<file path="config.mk">
export PLATFORM = sky130hd
export DESIGN_NAME = lcd_nibble_driver
export DESIGN_NICKNAME = d
export VERILOG_FILES = /design/src/rtl/lcd_pkg.sv /design/src/rtl/lcd_wait_timer.sv /design/src/rtl/lcd_nibble_driver.sv
export SDC_FILE = /design/constraint.sdc
export NUM_CORES = 1
export LEC_CHECK = 0
export CAP_MARGIN = 40
export CORE_MARGIN = 1.5
export CORE_UTILIZATION = 59
export CTS_CLUSTER_SIZE = 24
export DETAILED_ROUTE_END_ITERATION = 10
export HOLD_SLACK_MARGIN = 0.1
export PLACE_DENSITY = 0.83
export SYNTH_ARGS = -nofsm -noshare
export SYNTH_HDL_FRONTEND = slang
export SYNTH_SLANG_ARGS = --single-unit
</file>
<file path="constraint.sdc">
create_clock -name clk -period 4.5 [get_ports clk]
set_input_delay 0.45 -clock clk [delete_from_list [all_inputs] [get_ports clk]]
set_output_delay 0.45 -clock clk [all_outputs]
set_load 0.01 [all_outputs]
</file>
<file path="src/rtl/lcd_pkg.sv">
// Shared types, command constants and helpers for the HD44780 4-bit nibble driver.
// LCD_POWERON_INIT_EN adds the power-on initialisation states to the state type.
package lcd_pkg;

  typedef enum logic [3:0] {
`ifdef LCD_POWERON_INIT_EN
    INIT_WAIT,
    INIT_NIB,
`endif
    IDLE,
    SETUP_HI,
    PULSE_HI,
    GAP,
    SETUP_LO,
    PULSE_LO,
    EXEC_WAIT
  } lcd_state_e;

  localparam logic [7:0] LCD_CLEAR   = 8'h01;
  localparam logic [7:0] LCD_HOME    = 8'h02;
  localparam logic [7:0] LCD_ENTRY   = 8'h06;
  localparam logic [7:0] LCD_DISP_ON = 8'h0C;
  localparam logic [7:0] LCD_FUNC_4B = 8'h28;

  // Wake-up nibble 0x3 three times, then 0x2 switches the controller to 4-bit mode.
  localparam logic [3:0]  INIT_NIB_WAKE      = 4'h3;
  localparam logic [3:0]  INIT_NIB_4BIT      = 4'h2;
  localparam logic [2:0]  INIT_STEPS         = 3'd4;
  localparam int unsigned INIT_WAIT1_CYC_DEF = 205000;
  localparam int unsigned INIT_WAIT2_CYC_DEF = 5000;

  function automatic logic [3:0] init_nibble(input logic [2:0] step);
    return (step == 3'd3) ? INIT_NIB_4BIT : INIT_NIB_WAKE;
  endfunction

  // Clear (0x00/0x01) and home (0x02/0x03) need the long execution wait.
  function automatic logic needs_long_wait(input logic rs, input logic [7:0] data);
    return (rs == 1'b0) && ((data[7:1] == 7'b0000000) || (data[7:1] == 7'b0000001));
  endfunction

  function automatic int unsigned max2(input int unsigned a, input int unsigned b);
    return (a > b) ? a : b;
  endfunction

endpackage

</file>
<file path="src/rtl/lcd_wait_timer.sv">
// Loadable down-counter that parks at zero; zero_o marks the final cycle of a timed state.
module lcd_wait_timer #(
  parameter int unsigned    W         = 8,
  parameter logic [W-1:0]   RST_VALUE = '0
) (
  input  logic         clk_i,
  input  logic         rst_i,
  input  logic         load_i,
  input  logic [W-1:0] load_value_i,
  output logic         zero_o
);

  logic [W-1:0] count_q, count_d;

  always_comb begin
    count_d = count_q;
    if (load_i) begin
      count_d = load_value_i;
    end else if (count_q != '0) begin
      count_d = count_q - W'(1);
    end else begin
      count_d = count_q;
    end
  end

  always_ff @(posedge clk_i) begin
    if (rst_i) begin
      count_q <= RST_VALUE;
    end else begin
      count_q <= count_d;
    end
  end

  assign zero_o = (count_q == '0);

endmodule

</file>
<file path="src/rtl/lcd_nibble_driver.sv">
// HD44780 4-bit write engine: each accepted byte goes out as two timed nibble strobes.
// Define LCD_POWERON_INIT_EN to run the 3,3,3,2 power-on sequence before accepting bytes.
module lcd_nibble_driver
  import lcd_pkg::*;
#(
  parameter int unsigned SETUP_CYC      = 2,
  parameter int unsigned E_HIGH_CYC     = 12,
  parameter int unsigned GAP_CYC        = 50,
  parameter int unsigned CMD_WAIT_CYC   = 2000,
  parameter int unsigned CLEAR_WAIT_CYC = 82000,
  parameter int unsigned POWERUP_CYC    = 750000,
  parameter int unsigned INIT_WAIT1_CYC = INIT_WAIT1_CYC_DEF,
  parameter int unsigned INIT_WAIT2_CYC = INIT_WAIT2_CYC_DEF
) (
  input  logic       clk,
  input  logic       rst,
  input  logic       req_valid,
  output logic       req_ready,
  input  logic       req_rs,
  input  logic [7:0] req_data,
  output logic       init_done,
  output logic       lcd_e,
  output logic       lcd_rs,
  output logic       lcd_rw,
  output logic       lcd_4,
  output logic       lcd_5,
  output logic       lcd_6,
  output logic       lcd_7
);

  localparam int unsigned MAX_CYC =
    max2(max2(max2(SETUP_CYC, E_HIGH_CYC), max2(GAP_CYC, CMD_WAIT_CYC)),
         max2(max2(CLEAR_WAIT_CYC, POWERUP_CYC), max2(INIT_WAIT1_CYC, INIT_WAIT2_CYC)));
  localparam int unsigned CW = $clog2(MAX_CYC) + 1;

  localparam logic [CW-1:0] LD_SETUP = CW'(SETUP_CYC - 1);
  localparam logic [CW-1:0] LD_EHIGH = CW'(E_HIGH_CYC - 1);
  localparam logic [CW-1:0] LD_GAP   = CW'(GAP_CYC - 1);
  localparam logic [CW-1:0] LD_CMD   = CW'(CMD_WAIT_CYC - 1);
  localparam logic [CW-1:0] LD_CLEAR = CW'(CLEAR_WAIT_CYC - 1);

`ifdef LCD_POWERON_INIT_EN
  localparam lcd_state_e    RESET_STATE = INIT_WAIT;
  localparam logic [CW-1:0] RESET_COUNT = CW'(POWERUP_CYC - 1);
  localparam logic [CW-1:0] LD_W1       = CW'(INIT_WAIT1_CYC - 1);
  localparam logic [CW-1:0] LD_W2       = CW'(INIT_WAIT2_CYC - 1);
`else
  localparam lcd_state_e    RESET_STATE = IDLE;
  localparam logic [CW-1:0] RESET_COUNT = '0;
`endif

  lcd_state_e    state_q, state_d;
  logic          rs_q, rs_d;
  logic [7:0]    data_q, data_d;
  logic          lcd_e_q, lcd_e_d;
  logic          lcd_rs_q, lcd_rs_d;
  logic [3:0]    nib_q, nib_d;
  logic          req_ready_q, req_ready_d;
  logic          init_done_q, init_done_d;

  logic          accept_s;
  logic          t_load_s;
  logic [CW-1:0] t_load_val_s;
  logic          t_zero_s;
  logic [CW-1:0] exec_load_s;
  lcd_state_e    post_state_s;
  logic [CW-1:0] post_load_s;

  lcd_wait_timer #(
    .W         (CW),
    .RST_VALUE (RESET_COUNT)
  ) u_timer (
    .clk_i        (clk),
    .rst_i        (rst),
    .load_i       (t_load_s),
    .load_value_i (t_load_val_s),
    .zero_o       (t_zero_s)
  );

  assign accept_s    = (state_q == IDLE) && req_valid && req_ready_q;
  assign exec_load_s = needs_long_wait(rs_q, data_q) ? LD_CLEAR : LD_CMD;

`ifdef LCD_POWERON_INIT_EN
  logic [2:0]    step_q, step_d;
  logic [CW-1:0] init_load_s;

  // Steps count nibbles already issued, so step 1 follows the first 0x3.
  always_comb begin
    case (step_q)
      3'd1:    init_load_s = LD_W1;
      3'd2:    init_load_s = LD_W2;
      default: init_load_s = LD_CMD;
    endcase
  end

  assign post_state_s = init_done_q ? EXEC_WAIT : INIT_WAIT;
  assign post_load_s  = init_done_q ? exec_load_s : init_load_s;

  always_ff @(posedge clk) begin
    if (rst) begin
      step_q <= 3'd0;
    end else begin
      step_q <= step_d;
    end
  end
`else
  assign post_state_s = EXEC_WAIT;
  assign post_load_s  = exec_load_s;
`endif

  always_comb begin
    state_d      = state_q;
    rs_d         = rs_q;
    data_d       = data_q;
    t_load_s     = 1'b0;
    t_load_val_s = '0;
`ifdef LCD_POWERON_INIT_EN
    step_d       = step_q;
`endif
    case (state_q)
`ifdef LCD_POWERON_INIT_EN
      INIT_WAIT: begin
        if (t_zero_s && (step_q == INIT_STEPS)) begin
          state_d = IDLE;
        end else if (t_zero_s) begin
          // Init nibbles reuse the low-nibble setup/pulse path with rs forced to 0.
          state_d      = INIT_NIB;
          rs_d         = 1'b0;
          data_d       = {4'h0, init_nibble(step_q)};
          step_d       = step_q + 3'd1;
          t_load_s     = 1'b1;
          t_load_val_s = LD_SETUP;
        end else begin
          state_d = INIT_WAIT;
        end
      end
      INIT_NIB: begin
        if (t_zero_s) begin
          state_d = PULSE_LO; t_load_s = 1'b1; t_load_val_s = LD_EHIGH;
        end else begin
          state_d = INIT_NIB;
        end
      end
`endif
      IDLE: begin
        if (accept_s) begin
          state_d      = SETUP_HI;
          rs_d         = req_rs;
          data_d       = req_data;
          t_load_s     = 1'b1;
          t_load_val_s = LD_SETUP;
        end else begin
          state_d = IDLE;
        end
      end
      SETUP_HI: begin
        if (t_zero_s) begin
          state_d = PULSE_HI; t_load_s = 1'b1; t_load_val_s = LD_EHIGH;
        end else begin
          state_d = SETUP_HI;
        end
      end
      PULSE_HI: begin
        if (t_zero_s) begin
          state_d = GAP; t_load_s = 1'b1; t_load_val_s = LD_GAP;
        end else begin
          state_d = PULSE_HI;
        end
      end
      GAP: begin
        if (t_zero_s) begin
          state_d = SETUP_LO; t_load_s = 1'b1; t_load_val_s = LD_SETUP;
        end else begin
          state_d = GAP;
        end
      end
      SETUP_LO: begin
        if (t_zero_s) begin
          state_d = PULSE_LO; t_load_s = 1'b1; t_load_val_s = LD_EHIGH;
        end else begin
          state_d = SETUP_LO;
        end
      end
      PULSE_LO: begin
        if (t_zero_s) begin
          state_d = post_state_s; t_load_s = 1'b1; t_load_val_s = post_load_s;
        end else begin
          state_d = PULSE_LO;
        end
      end
      EXEC_WAIT: begin
        if (t_zero_s) begin
          state_d = IDLE;
        end else begin
          state_d = EXEC_WAIT;
        end
      end
      default: begin
        state_d = RESET_STATE;
      end
    endcase
  end

  // Bus outputs follow the registered state, so they lag the state by one cycle.
  always_comb begin
    lcd_e_d     = 1'b0;
    lcd_rs_d    = lcd_rs_q;
    nib_d       = nib_q;
    req_ready_d = (state_q == IDLE) && !accept_s;
`ifdef LCD_POWERON_INIT_EN
    init_done_d = init_done_q || (state_q == IDLE);
`else
    init_done_d = 1'b1;
`endif
    case (state_q)
      SETUP_HI, GAP: begin
        lcd_rs_d = rs_q; nib_d = data_q[7:4];
      end
      PULSE_HI: begin
        lcd_e_d = 1'b1; lcd_rs_d = rs_q; nib_d = data_q[7:4];
      end
      SETUP_LO, EXEC_WAIT: begin
        lcd_rs_d = rs_q; nib_d = data_q[3:0];
      end
`ifdef LCD_POWERON_INIT_EN
      INIT_NIB: begin
        lcd_rs_d = rs_q; nib_d = data_q[3:0];
      end
`endif
      PULSE_LO: begin
        lcd_e_d = 1'b1; lcd_rs_d = rs_q; nib_d = data_q[3:0];
      end
      default: begin
        lcd_e_d = 1'b0;
      end
    endcase
  end

  always_ff @(posedge clk) begin
    if (rst) begin
      state_q     <= RESET_STATE;
      rs_q        <= 1'b0;
      data_q      <= 8'h00;
      lcd_e_q     <= 1'b0;
      lcd_rs_q    <= 1'b0;
      nib_q       <= 4'h0;
      req_ready_q <= 1'b0;
      init_done_q <= 1'b0;
    end else begin
      state_q     <= state_d;
      rs_q        <= rs_d;
      data_q      <= data_d;
      lcd_e_q     <= lcd_e_d;
      lcd_rs_q    <= lcd_rs_d;
      nib_q       <= nib_d;
      req_ready_q <= req_ready_d;
      init_done_q <= init_done_d;
    end
  end

  assign req_ready = req_ready_q;
  assign init_done = init_done_q;
  assign lcd_e     = lcd_e_q;
  assign lcd_rs    = lcd_rs_q;
  assign lcd_rw    = 1'b0;
  assign lcd_4     = nib_q[0];
  assign lcd_5     = nib_q[1];
  assign lcd_6     = nib_q[2];
  assign lcd_7     = nib_q[3];

endmodule

</file>
# --- Yosys cells after proc, flatten, opt, wreduce, memory -nomap -nowiden ---
# Index checks and enable logic that the tools add are counted.
# Widths: inputs -> output; s select.
word_totals:
  ff_bits: 42
op_classes:
  bitwise: 1
  n_eq_ne: 7
  n_addsub: 1
  n_mux: 23
  reduce_logical: 19
op_table:
  columns: ["cell", "n"]
  rows:
  - ["$pmux 17 s5", 1]
  - ["$mux 21", 2]
  - ["$mux 17", 2]
  - ["$pmux 4 s7", 1]
  - ["$logic_not 21->1", 1]
  - ["$reduce_bool 21->1", 1]
  - ["$sub 21x1->21 const B", 1]
  - ["$eq 4x3->1 const B", 3]
  - ["$mux 1", 9]
  - ["$eq 4x2->1 const B", 2]
  - ["$pmux 4 s2", 1]
  - ["$eq 7x1->1 const B", 1]
  - ["$logic_not 7->1", 1]
  - ["$mux 3", 2]
  - ["$mux 6", 1]
  - ["$reduce_or 3->1", 2]
  - ["$reduce_or 6->1", 1]
  - ["$reduce_or 5->1", 1]
  - ["$eq 4x1->1 const B", 1]
  - ["$logic_and 1x1->1", 4]
  - ["$logic_not 4->1", 1]
  - ["$mux 2", 2]
  - ["$mux 4", 1]
  - ["$reduce_bool 2->1", 2]
  - ["other kinds (6)", 7]

# --- Depth between registers and ports, before layout ---
logic_depth:
  ltp_word: 7
  depth_mapped: 7
  depth_no_buf: 7

# --- Hierarchy ---
# Synthesis repeated with hierarchy kept, for this count alone.
hier_totals:
  cells_unflattened: 249
  hier_area_um2: 2109.5
by_module_without_submodules:
  columns: ["mod", "seq_area_each_um2", "n_inst", "cells_per_inst", "area_each_um2"]
  rows:
  - ["lcd_wait_timer", 420.4, 1, 140, 1157.4]
  - ["lcd_nibble_driver", 400.4, 1, 109, 952.2]

# --- Worst setup path before layout ---
# OpenSTA, ideal clock, no wires.
synth_timing:
  path_kind: "register -> register"
  start: "register u_timer.count_q[8]"
  end: "register u_timer.count_q[15]"
  path_stages_with_launch: 6
  t_required_ns: 4.434
  t_arrival_ns: 1.907
  slack_ns: 2.527
  cell_sequence: "dfxtp_1 or4_4 or3_4 a211o_1 or3_1 a21oi_2"
synth_between:
  elab_chain_len: 4
  elab_cells_between_ends: 10
synth_rtl:
  columns: ["element", "line_no", "source"]
  rows:
  - ["from (decl)", "lcd_wait_timer.sv:13", "logic [W-1:0] count_q, count_d;"]
  - ["from (signal assigned)", "lcd_wait_timer.sv:30", "count_q <= count_d;"]
  - ["branches (longest 4 deep; another with $sub 21x1->21)", null, null]
# Several ways; the timed one is not identified. The select of a mux whose other input is x is not followed.
# A chain may end at the register's enable or synchronous reset.

# --- Worst setup path in the final report ---
layout_timing:
  start: "register u_timer.count_q[0]"
  end: "register u_timer.count_q[1]"
layout_between:
  elab_chain_len: 4
  elab_cells_between_ends: 11
layout_rtl:
  columns: ["element"]
  rows:
  - ["branches (longest 4 deep; another with $sub 21x1->21)"]
# Several ways; the timed one is not identified. The select of a mux whose other input is x is not followed.

==> metrics.txt <==
maximum capacitance violations 0; TritonCTS clock tree done; count leader, synth dfxtp_1; maximum clock rate approximately 0.44 GHz; router iterations before antenna repair 4; post-CTS sizing 0; H-tree depth 2; top cells by area, synth dfxtp_1 (42%), a21oi_1 (7.0%), nand2_1 (5.6%); status finished, final reports clean; total CTS buffers 5; final WL 3841 um; WHS between 0.4 and 0.5 ns; starting density of the core 0.6309; vias per std cell 5.658; clk root buf clkbuf_4; largest net degree at the start of global routing 26; Worst VDD drop a little under 0.0004 V; CP startpoint kind flip-flop; total grt overflow 0; RSZ-0062 raised after global routing no; CP Buf/Inv Count 1; hpwl dp 2760 um; power per standard cell area around 570 nW/um2; initial DRC count 50; Final min period between 2 and 2.5 ns; synth cell count leaders dfxtp_1 (41), nand2_1 (29), a21oi_1 (27), nor2_1 (27); number of synthesis warnings 0; # port buffers 19; Setup Fix Bufs, Post-CTS 0; IO Pins 21; Worst EP arrival 2.53 ns; Post-synth EDFFs 0; post-route setup slack about 2.2 ns; die width a little over 60 um; post-route design area 2250 um2; Place WS 2.229 ns; Clock Sinks 41; Yosys top cell area share 0.4227; Main synth FF type dfxtp_1; post-placement cell area 2161 um2; Rel. slew slack 0.5500; Worst EP required roughly 4.8 ns; final setup vio count 0; Final ANT Viol Nets 0; worst path cell trace inv_1 > ha_1 > nor3b_1 > nand4_1 > nor2_4 > o21ai_0 > a221oi_1; Global Route Usage Sum 0.2351; Final Net Count 260; Crit-path slowest cell nor3b_1; FILL cells 264; drc violations 0; clk_lat worst skew 0.36 ns; DIE HEIGHT 60.37 um; fraction of layout cells with a size suffix above 1 0.1008; cell family with most CP delay simple AND/OR/NAND/NOR gates; Cell Area, Synth 1942 um2; Fin Setup TNS 0 ns; fin util 0.7309; Setup Skew about 0.013 ns; die area 3645 um2; initial antenna violation count 0; Syn Area/Cell 8.443 um2; Site Rows 20; Layout Area Growth over Synthesis 15.85%; vias in the first global route 1510; Mapped Nets 243; number of vias in the routed layout 1652; Pins Over Slew Limit 0; first-pass GRT wire length 6430 um; final hold viol count 0; post-synthesis async set-or-reset flop share 0; post-synth top area cell dfxtp_1; worst min-delay path category flip-flop to flip-flop; buffers from clock root to sink, at most 2; placer congestion estimate 0.8901; Post-Synthesis Cells 230; crit-path max FO 8; CP Capture Type flip-flop; Final period util 0.5010; Core Box Area 3078 um2; library cells used by synthesis 45; Worst-Margin Slew 0.6725 ns; ANT cells 0; Crit Path Class flip-flop to flip-flop; DR WL/cell around 13 um; clk slew on worst S/H paths roughly 0.13 ns; Max stage delay on crit path 0.40 ns; Pleak a little under 0.8 nW; post-synthesis sequential area ratio 0.4227; CTS Hold Bufs 0; register bit total from synthesis 41
[per-stage QoR]
stage          total power, W  cells
6_report             0.001279    292
2_1_floorplan       0.0009054    230
5_1_grt              0.001365    292
3_5_place_dp         0.001018    284
3_3_place_gp         0.001013    283
4_1_cts              0.001277    292
[cells by family (layout without fill, tap and decap cells)]
logic type / count (synthesis) / after routing / synth area share
other: 1 / 1 / 0.001931
AO/OA/AOI/OAI: 53 / 53 / 0.1785
adder cells (fa/ha/maj): 2 / 2 / 0.01160
XOR/XNOR: 14 / 14 / 0.06315
AND/OR/NAND/NOR: 100 / 100 / 0.2706
flip-flops: 41 / 41 / 0.4227
multiplexers: 4 / 4 / 0.02062
buffers and inverters: 15 / 33 / 0.03093
[final cells by class]
type / count / area, um2 / area share
multi-input combinational: 174 / 1061 / 0.4716
sequential: 41 / 820.8 / 0.3648
timing repair buffer: 20 / 205.2 / 0.09121
tap: 44 / 55.05 / 0.02447
clock buffer: 6 / 51.30 / 0.02280
clock inverter: 2 / 37.54 / 0.01669
inverter: 5 / 18.77 / 0.008343
[registers in the layout (all words and copies together), names as in the netlist]
register	count
lcd_rs	1
state_q	3
init_done	1
data_q	8
nib_q	4
lcd_e	1
rs_q	1
req_ready	1
u_timer.count_q	21
[layer usage]
metal,vias up,global-route usage,wire [um]
met2,38,0.3851,1737
li1,851,-,-
met3,6,0.06823,193
met1,757,0.3005,1869
met5,-,0,0
met4,0,0.07302,41
[tightest hold or removal path, stage by stage (launching register included)]
cell     delay [ns]
dfxtp_1        0.34
nand2_1        0.05
a21oi_1        0.05
[worst paths after layout]
kind	startpoint	end	slack [ns]	cells after the start
setup reg to reg	u_timer.count_q[0]	u_timer.count_q[1]	2.25	7
hold reg to reg	data_q[0]	data_q[0]	0.47	2
setup / recovery	u_timer.count_q[0]	u_timer.count_q[1]	2.25	7
hold / removal	data_q[0]	data_q[0]	0.47	2
[power by group]
group | switching (W) | total (W) | internal (W) | leakage, nW
clock | 0.000126 | 0.000258 | 0.000132 | 0.0445
sequential | 0.0000660 | 0.000485 | 0.000419 | 0.335
combinational | 0.000310 | 0.000536 | 0.000226 | 0.410
total | 0.000502 | 0.00128 | 0.000777 | 0.789
[cells in the final DEF, fill, tap and decap left out, drive strengths merged, types with 7 or more instances in the layout]
cell type / synthesis / layout
dfxtp: 41 / 41
nor3: 10 / 10
nor2: 28 / 28
a21oi: 29 / 29
xnor2: 8 / 8
nand2: 29 / 29
clkdlybuf4s50: 0 / 19
nor4: 7 / 7
No activity file was read; power rests on OpenSTA's default activity.
